===== config.mk =====
export PLATFORM = sky130hd
export DESIGN_NAME = instr_fetch
export DESIGN_NICKNAME = d
export VERILOG_FILES = /design/src/rtl/instr_fetch.sv
export SDC_FILE = /design/constraint.sdc
export NUM_CORES = 1
export LEC_CHECK = 0
export CORE_UTILIZATION = 35
export DETAILED_ROUTE_END_ITERATION = 10
export PLACE_DENSITY_LB_ADDON = 0.25
export SLEW_MARGIN = 0
export SYNTH_ARGS = -nofsm -noshare
export SYNTH_HDL_FRONTEND = slang
export SYNTH_SLANG_ARGS = --single-unit
export TNS_END_PERCENT = 20

===== constraint.sdc =====
create_clock -name clk -period 8.89 [get_ports clk]
set_input_delay 1.778 -clock clk [delete_from_list [all_inputs] [get_ports clk]]
set_output_delay 1.778 -clock clk [all_outputs]
set_load 0.01 [all_outputs]

===== src/rtl/instr_fetch.sv =====
// Instruction fetch unit: PC, imem request/ack handshake, {word, addr} buffer, branch redirect.
// Latency: ack in cycle N -> ins_valid in N+1 (empty buffer); next request in N+1 at pc+4.
// Backpressure: no new request while the buffer is full; ins/ins_pc hold while ins_valid && !ins_ready.
//
// Ports:
//   clk, rst_n                     clock, synchronous active-low reset
//   imem_req/imem_addr             fetch request, held with a stable address until imem_ack
//   imem_ack/imem_rdata            memory response, ignored while imem_req is low
//   ins_valid/ins/opcode/ins_pc    buffer head presented to decode/control
//   ins_ready                      decode consumes the head when ins_valid && ins_ready
//   branch/branch_target           redirect: flush buffer, drop stale response, refetch at target
module instr_fetch #(
  parameter int                ADDR_W    = 32,
  parameter logic [ADDR_W-1:0] RESET_PC  = '0,
  parameter int                BUF_DEPTH = 2
) (
  input  logic              clk,
  input  logic              rst_n,
  output logic              imem_req,
  output logic [ADDR_W-1:0] imem_addr,
  input  logic              imem_ack,
  input  logic [31:0]       imem_rdata,
  output logic              ins_valid,
  output logic [31:0]       ins,
  output logic [5:0]        opcode,
  output logic [ADDR_W-1:0] ins_pc,
  input  logic              ins_ready,
  input  logic              branch,
  input  logic [ADDR_W-1:0] branch_target
);

  localparam int PTR_W = $clog2(BUF_DEPTH);
  localparam int CNT_W = PTR_W + 1;
  localparam logic [CNT_W-1:0] FULL = CNT_W'(BUF_DEPTH);

  typedef enum logic {FETCH, DRAIN} state_t;

  state_t             state_q, state_d;
  logic [ADDR_W-1:0]  pc_q, pc_d;
  logic               req_q, req_d;
  logic [ADDR_W-1:0]  addr_q, addr_d;
  logic [CNT_W-1:0]   count_q, count_d;
  logic [PTR_W-1:0]   wr_ptr_q, rd_ptr_q;
  logic [31:0]        buf_word_q [BUF_DEPTH];
  logic [ADDR_W-1:0]  buf_addr_q [BUF_DEPTH];

  logic ack_acc;
  logic outstanding;
  logic push;
  logic pop;
  logic hold_req;

  assign imem_req  = req_q;
  assign imem_addr = addr_q;
  assign ins_valid = (count_q != '0);
  assign ins       = buf_word_q[rd_ptr_q];
  assign ins_pc    = buf_addr_q[rd_ptr_q];
  assign opcode    = ins[31:26];

  always_comb begin
    ack_acc     = req_q & imem_ack;
    outstanding = req_q & ~imem_ack;
    // A response landing in DRAIN, or together with a branch, belongs to the old stream.
    push        = (state_q == FETCH) & ack_acc & ~branch;
    // Branch flushes the whole buffer, so a simultaneous consume is irrelevant.
    pop         = ins_valid & ins_ready & ~branch;

    state_d = state_q;
    pc_d    = pc_q;
    count_d = count_q;
    req_d   = 1'b0;
    addr_d  = addr_q;

    case (state_q)
      FETCH:   if (branch && outstanding) state_d = DRAIN;
      DRAIN:   if (ack_acc)               state_d = FETCH;
      default: state_d = FETCH;
    endcase

    if (branch)    pc_d = branch_target;
    else if (push) pc_d = pc_q + ADDR_W'(4);

    if (branch) count_d = '0;
    else        count_d = count_q + CNT_W'(push) - CNT_W'(pop);

    // A request waiting for its ack may not be withdrawn or moved, including the
    // stale one being drained after a redirect.
    hold_req = (state_d == DRAIN) | ((state_q == FETCH) & outstanding & ~branch);
    if (hold_req) begin
      req_d  = 1'b1;
      addr_d = addr_q;
    end else begin
      req_d  = (count_d < FULL);
      addr_d = pc_d;
    end
  end

  always_ff @(posedge clk) begin
    if (!rst_n) begin
      state_q  <= FETCH;
      pc_q     <= RESET_PC;
      req_q    <= 1'b0;
      addr_q   <= RESET_PC;
      count_q  <= '0;
      wr_ptr_q <= '0;
      rd_ptr_q <= '0;
      for (int i = 0; i < BUF_DEPTH; i++) begin
        buf_word_q[i] <= '0;
        buf_addr_q[i] <= '0;
      end
    end else begin
      state_q <= state_d;
      pc_q    <= pc_d;
      req_q   <= req_d;
      addr_q  <= addr_d;
      count_q <= count_d;
      if (branch) begin
        wr_ptr_q <= '0;
        rd_ptr_q <= '0;
      end else begin
        if (push) begin
          buf_word_q[wr_ptr_q] <= imem_rdata;
          buf_addr_q[wr_ptr_q] <= addr_q;
          wr_ptr_q             <= wr_ptr_q + PTR_W'(1);
        end
        if (pop) rd_ptr_q <= rd_ptr_q + PTR_W'(1);
      end
    end
  end

endmodule

* Yosys cells after proc, flatten, opt, wreduce, memory -nomap -nowiden
Memories as Yosys holds them, arrays and structs flattened. A register that Yosys moved wholly into a read port is not among the register bits.
Cells that the tools add are included.
** Storage, ports and cells
- Bits in writable memories :: 128
- Output and inout bits :: 104
- Memories kept :: 2
- Input port bits :: 69
- Logic and storage cells :: 55
- Register bits after elaboration :: 70
** Memories
- buf_addr_q :: words 2, bits a word 32, rd ports 1, clocked after memory_dff 1, write ports 2, RTL line 45 : logic [ADDR_W-1:0] buf_addr_q [BUF_DEPTH];
- buf_word_q :: words 2, bits a word 32, rd ports 1, clocked after memory_dff 1, write ports 2, RTL line 44 : logic [31:0] buf_word_q [BUF_DEPTH];
** Cells by class
- Muxes and demuxes :: 22
- Order comparisons :: 1
- Reduce and logical (&&, ||, !) cells :: 5
- $add $sub $neg :: 5
- Bitwise logic cells :: 13
** Operators by type and width (count)
- 32-bit two-way mux :: 4
- 32-bit OR reduction :: 2
- 32-bit by 3-bit adder with 32-bit output (second input constant) :: 1
- 1-bit two-way mux :: 16
- 1-bit AND :: 8
- 1-bit NOT :: 4
- 1-bit adder (second input constant) :: 2
- 2-bit by 1-bit adder with 2-bit output :: 1
- 2-bit less-than comparator (second input constant) :: 1
- 2-bit two-way mux :: 1
- 1-bit case mux with 2 select lines :: 1
- 2-bit nonzero test :: 1
- 2-bit OR reduction :: 1
- 2-bit by 1-bit subtractor with 2-bit output :: 1
- 1-bit logical AND :: 1
- 1-bit bitwise OR :: 1

* Logic depth before layout (Yosys ltp)
- Depth in word-level cells :: 9
- Depth in mapped cells :: 11
- Gate-level depth less buffers :: 10

* Least setup slack after synthesis
No wires, ideal clock.
- Kind :: in2reg
- Start :: input imem_ack
- End :: memory buf_addr_q[0][0], enable pin
- Path slack :: 1756 ps
- Buffers on the path :: 0
- Data arrival time :: 6560 ps
- Data required time :: 8316 ps
- Stages :: 4
- Cells stage by stage :: nand3b_1 > nor2_1 > inv_1 > o21ai_0
** RTL lines
- from (decl) :: RTL line 21 : input logic imem_ack,
- to (decl) :: RTL line 45

==> flow_metrics.py <==
metrics = {
    "placed_design": {
        "io_buffers": 172,
        "place_inst": 1179,
        "dp_hpwl_um": 13100,
        "place_congestion": 0.819,
        "place_area_um2": 10800,
        "post-place-ws_ns": 3.79,
    },
    "timing": {
        "holdWs_ns": 0.490,
        "rsz0062_at_grt": "no",
        "hold_viol": 0,
        "fin_crit_ns": 4.57,
        "drv_slew": 0,
        "finalCritPeriodShare_pct": 51.4,
        "tightest_slew_ns": 1.05,
        "clock_skew_ns": 0.0156,
        "fmax_ghz": 0.219,
        "slew_headroom_pct": 29.5,
        "finalSetupTns_ns": 0,
        "setup_viol": 0,
        "finalWorstSetupSlack_ns": 4.32,
    },
    "cells_and_area": {
        "seq_area_um2": 5270,
        "nets": 946,
        "final_common_cell": "clkdlybuf4s50_1",
        "final_cell_mix": "172 x clkdlybuf4s50_1, 130 x and2_1, 128 x edfxtp_1",
        "fin_cells": 1211,
        "diodes": 0,
        "drive_above_1_share_pct": 13.3,
        "fill_cells": 2231,
        "layout-area-overhead-vs-synth_pct": 29.4,
        "final_cell_area_um2": 11300,
        "multi_input_comb_area_um2": 3270,
    },
    "drt": {
        "wl_um": 20800,
        "vias": 5974,
        "drtAntennaViolNets": 0,
        "first_pass_iters": 5,
        "via_per_inst": 4.93,
        "wire_per_inst_um": 17.2,
        "drc": 0,
        "drt_first_iter_violations": 345,
    },
    "floorplanning": {
        "core_area_um2": 24500,
        "die_x_um": 160,
        "die_h_um": 160,
        "initial_core_util_pct": 35.8,
        "ios": 173,
        "die-area_um2": 25700,
        "rows": 57,
    },
    "worst_setup_path": {
        "path_delay_family": "simple AND/OR/NAND/NOR gates",
        "critPathLaunch": "imem_ack",
        "worstPathRequired_ns": 8.94,
        "worstSetupEndpointType": "flop",
        "start_kind": "input port",
        "cpMaxStageDelayCell": "nand2b_4",
        "cp_cell_sequence": "clkdlybuf4s50_1, nand3b_1, nor2_1, and3_2, buf_4, nand2b_4",
        "critPathKind": "input port to flop",
        "cpPeakStageDelay_ns": 0.83,
        "crit_fanout": 65,
        "crit_buf_inv": 2,
        "worstPathArrival_ns": 4.62,
        "reg2reg_from": "imem_req",
    },
    "status": {
        "outcome": "complete, no violations",
    },
    "global_routing": {
        "antenna_found_initial": 0,
        "grtUsageTotal_pct": 16.8,
        "grt_pass1_wl_um": 33000,
        "grt_max_degree": 66,
        "grt-ovfl-total": 0,
        "first_global_vias": 5774,
    },
    "logic_synthesis": {
        "synth_nets": 798,
        "synth_warnings": 0,
        "ys_seq_area_share_pct": 60.0,
        "synth.avg_cell_area_um2": 12.1,
        "syn_inst": 726,
        "syn-cell-area_um2": 8770,
        "synth_flop_cell": "edfxtp_1",
        "ys_ff_latch": 199,
        "yosysUniqueCellTypes": 54,
        "synth_edf_count": 128,
        "async_flop_share_pct": 0,
    },
    "clocking": {
        "cts_max_path_buffers": 2,
        "cts_buffers": 17,
        "cts_tree": "built",
        "cts_resized": 0,
        "postCtsHoldBufs": 0,
        "cts_sinks": 199,
        "clk_pin_slew_ns": 0.07,
        "post_cts_buffers": 0,
        "clkLatencyLatePin_ns": 0.44,
        "cts_root_buf": "clkbuf_16",
        "cts.htree.levels": 4,
    },
    "flow_run": {
        "maxCapViolations": 0,
    },
    "min_path": {
        "min_from": "imem_addr[12]",
        "min_path_type": "flop to flop",
    },
    "power": {
        "power.density_nw_per_um2": 181,
        "p_leak_nw": 4.18,
        "vdd_drop_max_uv": 93.9,
    },
}
-- through the flow --
step	power (mW)	util, %
2_1_floorplan	1.18	-
3_3_place_gp	1.31	44.0
3_5_place_dp	1.31	44.0
4_1_cts	2.07	46.4
5_1_grt	2.13	46.4
6_report	2.05	46.4
-- registers in the layout, indices dropped and copies added (netlist names), named ones only --
| register | flops |
|---|---|
| pc_q | 32 |
| imem_req | 1 |
| buf_addr_q | 64 |
| buf_word_q | 64 |
| count_q | 2 |
| state_q | 1 |
| imem_addr | 32 |
| wr_ptr_q | 1 |
| rd_ptr_q | 1 |
-- cell type report --
class,count,area share (%)
Clock buffer,18,3.97
Tap cell,324,3.57
Timing Repair Buffer,180,15.7
Clock inverter,14,1.11
Multi-Input combinational cell,466,28.9
Inverter,10,0.331
Sequential cell,199,46.4
-- cell usage after synthesis, drive strengths merged, types with 2 or more instances --
library cell	count	area, um2
a21boi	3	22.5
nand2b	8	50.1
a21oi	20	100
o31ai	10	75.1
a221oi	3	26.3
o211a	2	20.0
nand3b	2	15.0
edfxtp	128	3840
mux2i	6	60.1
or4	3	22.5
ha	3	37.5
or3	3	18.8
nor2b	2	12.5
o31a	2	17.5
mux2	66	743
buf	12	75.1
and3	9	56.3
dfxtp	71	1420
nor4	16	100
xnor2	8	70.1
and4	3	26.3
o21ai	23	115
a311oi	2	23.8
nor3	7	35.0
nor2	35	131
o22a	6	52.6
a211oi	6	45.0
a21o	5	37.5
a31oi	3	18.8
nand4	13	87.6
nand2	23	86.3
nand3	20	100
xor2	10	87.6
o211ai	2	15.0
clkinv	2	7.51
a31o	2	17.5
inv	8	30.0
and2	130	813
clkbuf	39	146
-- power by group --
part,switching (mW),internal (mW)
combinational,0.101,0.119
sequential,0.0380,1.03
clock,0.371,0.388
-- final timing paths --
kind | endpoint | slack (ns) | cells after the start
setup / recovery | buf_addr_q[1][29] | 4.32 | 6
hold / removal | imem_addr[12] | 0.49 | 2
setup reg to reg | buf_addr_q[1][29] | 5.72 | 5
hold reg to reg | imem_addr[12] | 0.49 | 2
-- metal layers --
layer / part of all wire, % / vias up / GRT usage [%] / wire length (um)
li1: - / 2924 / - / -
met5: 0 / - / 0 / 0
met2: 48 / 182 / 27.2 / 9960
met1: 46 / 2850 / 22.7 / 9600
met3: 5.0 / 18 / 3.36 / 1040
met4: 1.2 / 0 / 4.76 / 243
-- kinds of logic after synthesis --
| group | share of synthesized area (%) |
|---|---|
| simple gates | 18.5 |
| flops | 60.0 |
| compound gates | 7.11 |
| mux | 9.16 |
| buf+inv | 2.95 |
| xor+xnor | 1.80 |
| fa+ha+maj | 0.428 |
-- worst min-delay path, delay by kind of cell (launching register included) --
| family | cells | cell delay, ns |
|---|---|---|
| AO/OA/AOI/OAI | 1 | 0.05 |
| flip-flops | 1 | 0.33 |
| AND/OR/NAND/NOR | 1 | 0.06 |
(Power assumes the default switching activity.)
